$ cat src/rtl/pipeline_hazard_ctrl.sv
// pipeline_hazard_ctrl: hazard detection, forwarding and stall/flush control for a 5-stage pipeline
module pipeline_hazard_ctrl #(
    parameter int unsigned TIMEOUT = 255
) (
    input  logic        clk,
    input  logic        rst,
    input  logic [4:0]  id_rs1,
    input  logic [4:0]  id_rs2,
    input  logic        id_uses_rs1,
    input  logic        id_uses_rs2,
    input  logic [4:0]  ex_rs1,
    input  logic [4:0]  ex_rs2,
    input  logic [4:0]  ex_rd,
    input  logic        ex_mem_read,
    input  logic        ex_redirect,
    input  logic [4:0]  mem_rd,
    input  logic [4:0]  wb_rd,
    input  logic        mem_reg_write,
    input  logic        wb_reg_write,
    input  logic        dmem_req,
    input  logic        dmem_ready,
    output logic        pc_stall,
    output logic        if_id_stall,
    output logic        if_id_flush,
    output logic        id_ex_stall,
    output logic        id_ex_flush,
    output logic        ex_mem_stall,
    output logic        mem_wb_flush,
    output logic [1:0]  fwd_a,
    output logic [1:0]  fwd_b,
    output logic        mem_timeout,
    output logic [15:0] stall_cnt,
    output logic [15:0] flush_cnt
);
    typedef enum logic [1:0] {ST_RUN, ST_WAIT, ST_TIMEOUT} state_t;

    state_t      state_q, state_d;
    logic [7:0]  wait_cnt_q, wait_cnt_d;
    logic        mem_timeout_q, mem_timeout_d;
    logic [15:0] stall_cnt_q, stall_cnt_d;
    logic [15:0] flush_cnt_q, flush_cnt_d;
    logic        load_use, freeze;

    assign load_use = ex_mem_read && (ex_rd != 5'd0) &&
                      ((id_uses_rs1 && id_rs1 == ex_rd) || (id_uses_rs2 && id_rs2 == ex_rd));
    assign freeze   = (dmem_req && !dmem_ready) || (state_q == ST_TIMEOUT);

    // Operand forwarding: the younger MEM result wins over WB
    always_comb begin
        fwd_a = (mem_reg_write && mem_rd != 5'd0 && mem_rd == ex_rs1) ? 2'b10 :
                (wb_reg_write && wb_rd != 5'd0 && wb_rd == ex_rs1)    ? 2'b01 : 2'b00;
        fwd_b = (mem_reg_write && mem_rd != 5'd0 && mem_rd == ex_rs2) ? 2'b10 :
                (wb_reg_write && wb_rd != 5'd0 && wb_rd == ex_rs2)    ? 2'b01 : 2'b00;
    end

    // Pipeline control priority: freeze, then redirect, then load-use bubble
    always_comb begin
        pc_stall     = freeze || (!ex_redirect && load_use);
        if_id_stall  = freeze || (!ex_redirect && load_use);
        if_id_flush  = !freeze && ex_redirect;
        id_ex_stall  = freeze;
        id_ex_flush  = !freeze && (ex_redirect || load_use);
        ex_mem_stall = freeze;
        mem_wb_flush = freeze;
    end

    // Memory-wait FSM, wait counter, sticky timeout and saturating event counters
    always_comb begin
        state_d       = state_q;
        wait_cnt_d    = wait_cnt_q;
        mem_timeout_d = mem_timeout_q;
        case (state_q)
            ST_RUN: begin
                if (dmem_req && !dmem_ready) begin
                    state_d    = ST_WAIT;
                    wait_cnt_d = 8'd1;
                end
            end
            ST_WAIT: begin
                if (dmem_ready || !dmem_req) begin
                    state_d    = ST_RUN;
                    wait_cnt_d = 8'd0;
                end else if (wait_cnt_q == 8'(TIMEOUT)) begin
                    state_d       = ST_TIMEOUT;
                    wait_cnt_d    = 8'd0;
                    mem_timeout_d = 1'b1;
                end else begin
                    wait_cnt_d = wait_cnt_q + 8'd1;
                end
            end
            default: state_d = ST_TIMEOUT;
        endcase
        stall_cnt_d = ((freeze || (load_use && !ex_redirect)) && stall_cnt_q != 16'hFFFF) ?
                      stall_cnt_q + 16'd1 : stall_cnt_q;
        flush_cnt_d = (ex_redirect && !freeze && flush_cnt_q != 16'hFFFF) ?
                      flush_cnt_q + 16'd1 : flush_cnt_q;
    end

    // State registers with asynchronous reset
    always_ff @(posedge clk or posedge rst) begin
        if (rst) begin
            state_q       <= ST_RUN;
            wait_cnt_q    <= 8'd0;
            mem_timeout_q <= 1'b0;
            stall_cnt_q   <= 16'd0;
            flush_cnt_q   <= 16'd0;
        end else begin
            state_q       <= state_d;
            wait_cnt_q    <= wait_cnt_d;
            mem_timeout_q <= mem_timeout_d;
            stall_cnt_q   <= stall_cnt_d;
            flush_cnt_q   <= flush_cnt_d;
        end
    end

    assign mem_timeout = mem_timeout_q;
    assign stall_cnt   = stall_cnt_q;
    assign flush_cnt   = flush_cnt_q;
endmodule

$ cat config.mk
export PLATFORM = sky130hd
export DESIGN_NAME = pipeline_hazard_ctrl
export DESIGN_NICKNAME = d
export VERILOG_FILES = /design/src/rtl/pipeline_hazard_ctrl.sv
export SDC_FILE = /design/constraint.sdc
export NUM_CORES = 1
export LEC_CHECK = 0
export ABC_AREA = 1
export CAP_MARGIN = 20
export CORE_MARGIN = 1.5
export CORE_UTILIZATION = 40
export CTS_CLUSTER_DIAMETER = 50
export DETAILED_ROUTE_END_ITERATION = 6
export MAX_ROUTING_LAYER = met4
export PLACE_DENSITY = 0.7
export SLEW_MARGIN = 20
export SYNTH_ARGS = -nofsm -noshare
export SYNTH_HDL_FRONTEND = slang
export SYNTH_SLANG_ARGS = --single-unit
export TNS_END_PERCENT = 30
$ cat constraint.sdc
create_clock -name clk -period 1.95 [get_ports clk]
set_input_delay 0.39 -clock clk [delete_from_list [all_inputs] [get_ports clk]]
set_output_delay 0.39 -clock clk [all_outputs]
set_load 0.1 [all_outputs]
==> results of run 1 <==
per-layer routing:
| layer | vias up | GRT usage |
|---|---|---|
| met4 | 0 | 0.0406 |
| met2 | 43 | 0.351 |
| li1 | 1502 | - |
| met5 | - | - |
| met3 | 7 | 0.0379 |
| met1 | 1404 | 0.266 |
power breakdown:
group	total [mW]	internal [mW]	switching (mW)	leakage, nW
Sequential	0.891	0.891	0	0.543
Clock	0.560	0.251	0.310	0.0412
Combinational	0.279	0.144	0.135	2.01
worst max-delay path, stage by stage:
cell	delay, ns
dlygate4sd2_1	0.28
xor2_1	0.18
nor3_1	0.19
nand3_1	0.13
nor3_4	0.23
buf_12	0.20
area by class of cell:
type | count | area [um2] | share of cell area
Timing Repair Buffer | 114 | 1530 | 0.315
Tap cell | 99 | 124 | 0.0255
Sequential cell | 43 | 1090 | 0.225
Clock buffer | 6 | 72.6 | 0.0149
Clock inverter | 2 | 12.5 | 0.00257
Inverter | 53 | 205 | 0.0422
Multi-Input combinational cell | 307 | 1820 | 0.375
registers in the layout, indices dropped and copies added, names as in the netlist:
| signal | flops |
|---|---|
| flush_cnt | 16 |
| stall_cnt | 16 |
| wait_cnt_q | 8 |
| state_q | 2 |
| mem_timeout | 1 |
timing repair:
action                     4_1_cts  5_1_grt
gates cloned                     0        0
pin swaps                        6       24
hold buffers                     0        0
setup buffers                    3        0
gates resized for setup         12       70
setup endpoints to repair        8       30
worst paths after layout:
check	start	end	depth (start not counted)
max	wb_rd[1]	fwd_a[0]	6
min	rst	flush_cnt[8]	3
max reg2reg	flush_cnt[1]	flush_cnt[15]	10
min reg2reg	mem_timeout	mem_timeout	2
max in group asynchronous	rst	flush_cnt[1]	3
min in group clk	mem_timeout	mem_timeout	2
metrics by stage:
stage | std cells | total power [mW] | area (um2) | setup TNS [ns] | util
3_5_place_dp | 615 | 1.19 | 4640 | -6.30 | 0.643
5_1_grt | 624 | 1.81 | 4860 | -0.130 | 0.674
2_1_floorplan | 411 | 1.02 | 3130 | -6.43 | -
4_1_cts | 625 | 1.75 | 4750 | -1.56 | 0.658
6_report | 624 | 1.73 | 4860 | -0.0416 | 0.674
3_3_place_gp | 615 | 1.18 | 4640 | -5.23 | 0.643
cells by family after synthesis:
logic type      after synthesis  share of synthesized area
simple gates                241                      0.360
fa+ha+maj                     3                     0.0127
buf+inv                      61                     0.0899
xor+xnor                     47                      0.139
flops                        43                      0.363
compound gates               15                     0.0321
mux                           1                    0.00380
cell usage in the layout, fill, tap and decap left out, types with 3 or more instances in the layout:
cell type,count
clkbuf_2,6
inv_2,5
clkbuf_8,5
xnor2_2,6
nor3_4,3
xor2_1,26
dfrtp_1,33
nand3_1,31
buf_4,25
ha_1,3
dlymetal6s2s_1,29
nand2_4,6
xor2_2,3
buf_6,6
nor2_2,4
nand4_1,8
nor2_1,38
nand2_1,127
nand3_2,5
o21ai_0,4
xnor2_1,12
nor3_1,10
clkdlybuf4s50_1,5
dfrtp_2,8
buf_12,41
inv_1,46
==> flow_summary.ini, run 1 <==
[placement]
numPortBuffers = 88
preCtsSetupSlack_ns = -0.332
gp_congestion = 0.866
hpwl_mm = 6.01

[logic_synthesis]
syn-num-nets = 459
ys_types = 31
synth_area_um2 = 2960
synth_top_area_frac = 0.363
synth_most_common_cell = nand2_1
synth-seq-area-share = 0.363
async_reset_ff_frac = 1.00
synth-edff-count = 0
synth.area.top_cells = dfrtp_1 36%, nand2_1 17%, xor2_1 8.6%
ys.flop_type = dfrtp_1
ys_warn_count = 0
netlist_top_cells_count = 131 x nand2_1, 51 x inv_1, 43 x dfrtp_1
synthCells = 411
avgSynthCellArea_um2 = 7.21
ys_ff_latch = 43
yosys.area.top_type = dfrtp_1

[routing]
drt_iter0_drc = 97
drtPass1Iterations = 4
wl_met2_mm = 4.11
highest_layer = met4
avgRoutedWirePerCell_um = 12.4
routed-wl-met3_um = 218
vias = 2956
drc_errors = 0
wl_mm = 7.71
vias_per_cell = 4.74
met1_length_mm = 3.34
postRouteAntennaNets = 0

[critical_path]
crit_arrival_ns = 1.60
required_ns = 1.56
cp-start-kind = primary input
worstSetupPathType = primary input to output port
crit_fanout = 3
crit_path_end_kind = output port
rrSetupSlack_ns = 0.21

[die]
io_pins = 89
start_util = 0.411
rows = 31
fp.dieW_um = 89.1
core_area_um2 = 7210
die_h_um = 89.1
die_area_um2 = 7940

[cells_and_area]
drive_gt1_frac = 0.270
fillerInstances = 602
antenna_cells = 0
syn_to_final_growth_pct = 64.0
finish.net_count = 572

[clock_tree]
clock_sinks = 43
cts_root_buf = clkbuf_8
worst_skew_pair.late_latency_ns = 0.30
cts.path.max_buffers = 2
numCtsBuffers = 5
clkTransAtPathRegs_ns = 0.08
htreeDepth = 2
cts_tree = built

[status]
violations = negative setup slack
status = complete, but fails checks

[sta]
drv_slew = 0
rsz0062_at_grt = true
slew_headroom = 0.685
fin_crit_sh = 1.02
hold_violations = 0
fin_worst_skew_ns = 0.00842
max_freq_mhz = 502
max_slew.worst_pin.slew_ns = 0.469
setup_viol = 1
setup_ws_ns = -0.0416
fin_crit_ns = 1.99
whs_ns = 0.439

[pwr]
max-vdd-ir-drop_mv = 0.217
p_leak_nw = 2.59
power_density_nw_per_um2 = 356

[run]
drv_cap = 0

[min_path]
hold_class = primary input to asynchronous set/reset pin

[global_routing]
grt_usage = 0.209
grt_pass1_vias = 2862
antenna_found_initial = 0
grt_max_degree = 44
grt_pass1_wl_mm = 12.7
grt_overflow = 0
No activity file was read; power rests on OpenSTA's default activity.
==> run 2, diff against run 1 <==
- CELL_PAD_IN_SITES_DETAIL_PLACEMENT: not set -> 0
- CELL_PAD_IN_SITES_GLOBAL_PLACEMENT: not set -> 1
- CORE_UTILIZATION: 40 -> 31
- PLACE_DENSITY: 0.7 -> not set
- PLACE_DENSITY_LB_ADDON: not set -> 0.1
==> flow_summary.ini, run 2 (synthesis gave the netlist of run 1 again) <==
[cells_and_area]
final_util = 0.533
drive_gt1_frac = 0.292
fin_area_um2 = 4920
layout_common_cells = 126 x nand2_1, 44 x inv_1, 43 x buf_12, 38 x nor2_1, 34 x nand3_1
fillerInstances = 895
syn_to_final_growth_pct = 66.0
antenna_cells = 0
finish.net_count = 582
final_common_cell = nand2_1

[pwr]
power_density_nw_per_um2 = 363
max-vdd-ir-drop_mv = 0.236
p_leak_nw = 2.43

[routing]
vias = 2860
avgRoutedWirePerCell_um = 10.9
drc_errors = 0
vias_per_cell = 4.31
wl_mm = 7.22
drt_iter0_drc = 54
drtPass1Iterations = 4
postRouteAntennaNets = 0

[run]
drv_cap = 0

[global_routing]
grt_max_degree = 44
grt_pass1_wl_mm = 12.8
antenna_found_initial = 0
grt_overflow = 0
grt_usage = 0.159
grt_pass1_vias = 2842

[sta]
setup_viol = 0
rsz0062_at_grt = true
fin_crit_sh = 0.980
max_freq_mhz = 523
max_slew.worst_pin.slew_ns = 0.375
drv_slew = 0
setup_ws_ns = 0.0387
fin_crit_ns = 1.91
slew_headroom = 0.748
hold_violations = 0
fin_worst_skew_ns = 0.00424

[critical_path]
required_ns = 1.56
timing.rr.start = flush_cnt[0]
crit_top_cell = buf_6
cpMaxStageDelayCell = nor4_4
crit_fanout = 2
crit_path_end_kind = output port
worstSetupPathType = primary input to output port
cp-startpoint = mem_rd[0]
crit_chain = buf_6 > buf_6 > xnor2_2 > nand3_2 > nor4_4 > buf_4 > nor3_4 > buf_12
cp-start-kind = primary input
max_stage_delay_ns = 0.30
crit_arrival_ns = 1.52

[die]
fp.dieW_um = 101
die_area_um2 = 10200
io_pins = 89
core_area_um2 = 9240
rows = 35
start_util = 0.321
die_h_um = 101

[clock_tree]
ctsHoldBuffers = 0
worst_skew_pair.late_latency_ns = 0.28
clkTransAtPathRegs_ns = 0.08
cts.path.max_buffers = 2
htreeDepth = 2
clock_sinks = 43
cts_root_buf = clkbuf_8
numCtsBuffers = 5
cts_tree = built

[placement]
placed_area_um2 = 4710
gp_congestion = 0.786
preCtsSetupSlack_ns = -0.405
numPortBuffers = 88
hpwl_mm = 5.60

[min_path]
hold_class = primary input to asynchronous set/reset pin

[status]
status = completed
==> run 2: cell count changes in the layout (fill, tap and decap cells not counted), moves of 3 or more <==
cell             before  now
dlymetal6s2s_1       29    2
dlygate4sd2_1         1   19
buf_4                25   32
clkdlybuf4s15_1       0    7
nand3_1              31   34
nand3_2               5    2
==> run 2: where the power goes <==
group          switching, mW  internal (mW)
clock network          0.295          0.324
logic                  0.136          0.141
registers                  0          0.890
total                  0.431           1.35
==> run 2: worst max-delay path: cells and delay by family <==
kind                   cells  cell delay, ns
AND/OR/NAND/NOR            3            0.46
buffers and inverters      4            0.54
XOR/XNOR                   1            0.13
==> run 2: repair_timing <==
item / in CTS / in global routing
buffers inserted: 9 / 2
setup endpoints to repair: 8 / 15
pin swaps: 27 / 20
resized for setup: 69 / 35
==> run 2: worst paths after layout <==
| kind | endpoint | slack, ns | depth (start not counted) |
|---|---|---|---|
| min in group clk | mem_timeout | 0.49 | 2 |
| hold reg to reg | mem_timeout | 0.49 | 2 |
| max in group asynchronous | flush_cnt[7] | 1.29 | 3 |
| setup / recovery | fwd_a[0] | 0.04 | 8 |
| setup reg to reg | flush_cnt[15] | 0.17 | 9 |
| hold / removal | flush_cnt[10] | 0.43 | 3 |
==> run 2: layout make-up <==
cell class                 count  area (um2)  area share
inverter                      53         205      0.0417
multi-input combinational    307        1830       0.372
timing repair buffer         124        1530       0.311
tap                          129         161      0.0328
sequential                    43        1090       0.222
clock buffer                   8         100      0.0203
==> run 2: per-stage QoR <==
stage	setup TNS (ns)	hold WS [ns]	total power, mW	instances
CTS	-0.0292	0.446	1.81	663
detailed placement	-6.38	0.469	1.18	646
global route	-0.0485	0.465	1.89	664
floorplan	-6.43	0.460	1.02	411
global placement	-5.67	0.464	1.18	646
finish	0	0.431	1.79	664
==> run 2: routing by layer <==
layer  vias to the layer above  global-route usage  routed length [um]  share of wire
met4                         0              0.0238                  51         0.0071
met2                        53               0.260                3400           0.47
li1                       1530                   -                   -              -
met1                      1273               0.213                3510           0.49
met3                         4              0.0264                 257          0.036
met5                         -                   -                   0              0
==> run 3, diff against run 2 <==
- SLEW_MARGIN: 20 -> not set
- TNS_END_PERCENT: 30 -> not set
==> flow_summary.ini, run 3 (synthesis gave the netlist of run 1 again) <==
[pwr]
switchingPower_uw = 448
power_density_nw_per_um2 = 387
combPwrFrac = 0.143
seq_power_share = 0.482
total_power_mw = 1.85
switching_share = 0.242
p_leak_nw = 2.31
max-vdd-ir-drop_mv = 0.323
power.share.clock = 0.375
p_int_mw = 1.40

[clock_tree]
clock_sinks = 43
ctsHoldBuffers = 0
cts_root_buf = clkbuf_8
numCtsBuffers = 5
htreeDepth = 2
clkTransAtPathRegs_ns = 0.08
cts_tree = built
cts.path.max_buffers = 2
worst_skew_pair.late_latency_ns = 0.29

[critical_path]
crit_end = fwd_b[0]
cp-start-kind = primary input
timing.rr.start = flush_cnt[1]
rr_worst_depth = 10
rrSetupSlack_ns = 0.18
crit_arrival_ns = 1.51
cpMaxStageDelayCell = dlygate4sd2_1
crit_fanout = 2
crit_chain = dlygate4sd2_1 > buf_4 > xnor2_1 > nand4_1 > nor2_4 > buf_12
max_stage_delay_ns = 0.27
r2r-end = flush_cnt[15]
crit_path_end_kind = output port
worstSetupPathType = primary input to output port
required_ns = 1.56
cp-startpoint = ex_rs2[4]

[sta]
drv_slew = 0
setup-tns-final_ns = 0
max_slew.worst_pin.slew_ns = 0.394
slew_headroom = 0.735
fin_worst_skew_ns = 0.00829
setup_ws_ns = 0.0544
hold_violations = 0
fin_crit_ns = 1.90
fin_crit_sh = 0.972
setup_viol = 0
max_freq_mhz = 528

[die]
core_area_um2 = 9240
die_area_um2 = 10200
io_pins = 89
start_util = 0.321
rows = 35
fp.dieW_um = 101
die_h_um = 101

[global_routing]
grt_pass1_vias = 2792
grt_pass1_wl_mm = 12.9
grt_max_degree = 44
grt_usage = 0.162
antenna_found_initial = 0
grt_overflow = 0

[cells_and_area]
fillerInstances = 900
layout_common_cells = 125 x nand2_1, 44 x inv_1, 38 x buf_12, 33 x nor2_1, 32 x buf_4
drive_gt1_frac = 0.322
final_common_cell = nand2_1
syn_to_final_growth_pct = 61.2
finish.net_count = 569
antenna_cells = 0
fin_cells = 651

[placement]
dp_cells = 642
hpwl_mm = 5.70
preCtsSetupSlack_ns = -0.369
numPortBuffers = 88
gp_congestion = 0.802

[routing]
drtPass1Iterations = 4
drt_iter0_drc = 63
avgRoutedWirePerCell_um = 11.5
drc_errors = 0
postRouteAntennaNets = 0
vias_per_cell = 4.35
wl_mm = 7.46
vias = 2835

[status]
status = completed

[min_path]
hold_class = primary input to asynchronous set/reset pin

[run]
drv_cap = 0
run 3: cell types whose count changed in the layout (fill, tap and decap cells not counted), sizes merged:
cell,before,now
clkdlybuf4s15,8,4
buf,84,72
dlygate4sd2,19,18
clkbuf,15,19
clkdlybuf4s50,4,3
bufinv,0,1
run 3: critical path: cells and delay by family:
| family | cells | cell delay [ns] |
|---|---|---|
| simple gates | 2 | 0.36 |
| xor+xnor | 1 | 0.16 |
| buf+inv | 3 | 0.59 |
run 3: worst min path at each step:
stage | from | end | slack (ns) | cells past startpoint
after floorplan | state_q[1] | state_q[1] | 0.46 | 2
after global placement | mem_timeout | mem_timeout | 0.47 | 2
after detailed placement | state_q[1] | state_q[1] | 0.48 | 2
after CTS | rst | flush_cnt[11] | 0.43 | 3
after global routing | rst | flush_cnt[0] | 0.46 | 3
final | rst | flush_cnt[13] | 0.43 | 3
run 3: repair_timing:
| action | 4_1_cts | 5_1_grt |
|---|---|---|
| endpoints found under the setup margin | 11 | 8 |
| pin swaps | 28 | 22 |
| buffers inserted | 2 | 0 |
| hold endpoints to repair | 0 | 0 |
| gates resized for setup | 73 | 52 |
run 3: final cells by class:
class                   count  area (um2)  share of cell area
clock inverters             1        30.0             0.00629
repair buffers            111        1320               0.277
clock buffers               7        76.3              0.0160
flip-flops and latches     43        1110               0.232
inverters                  53         205              0.0430
multi-input cells         307        1870               0.392
well taps                 129         161              0.0338
run 3: power groups by stage:
stage	Clock [mW]	Sequential [mW]	Combinational (mW)
2_1_floorplan	0	0.909	0.114
3_3_place_gp	0	0.908	0.268
3_5_place_dp	0	0.908	0.271
4_1_cts	0.732	0.890	0.257
5_1_grt	0.763	0.891	0.292
6_report	0.694	0.890	0.263
run 3: routing by layer:
metal | vias up | part of all wire | routed length (um) | track usage
met5 | - | 0 | 0 | -
met4 | 0 | 0.0039 | 29 | 0.0325
met3 | 5 | 0.036 | 266 | 0.0236
met2 | 61 | 0.46 | 3450 | 0.259
met1 | 1268 | 0.50 | 3710 | 0.221
li1 | 1501 | - | - | -
run 3: stage by stage:
stage                      util  hold WS [ns]  cell area (um2)
after detailed placement  0.501         0.475             4630
after CTS                 0.514         0.433             4750
after global placement    0.501         0.468             4630
final                     0.517         0.429             4780
after global routing      0.517         0.460             4780
after floorplan               -         0.460             3150
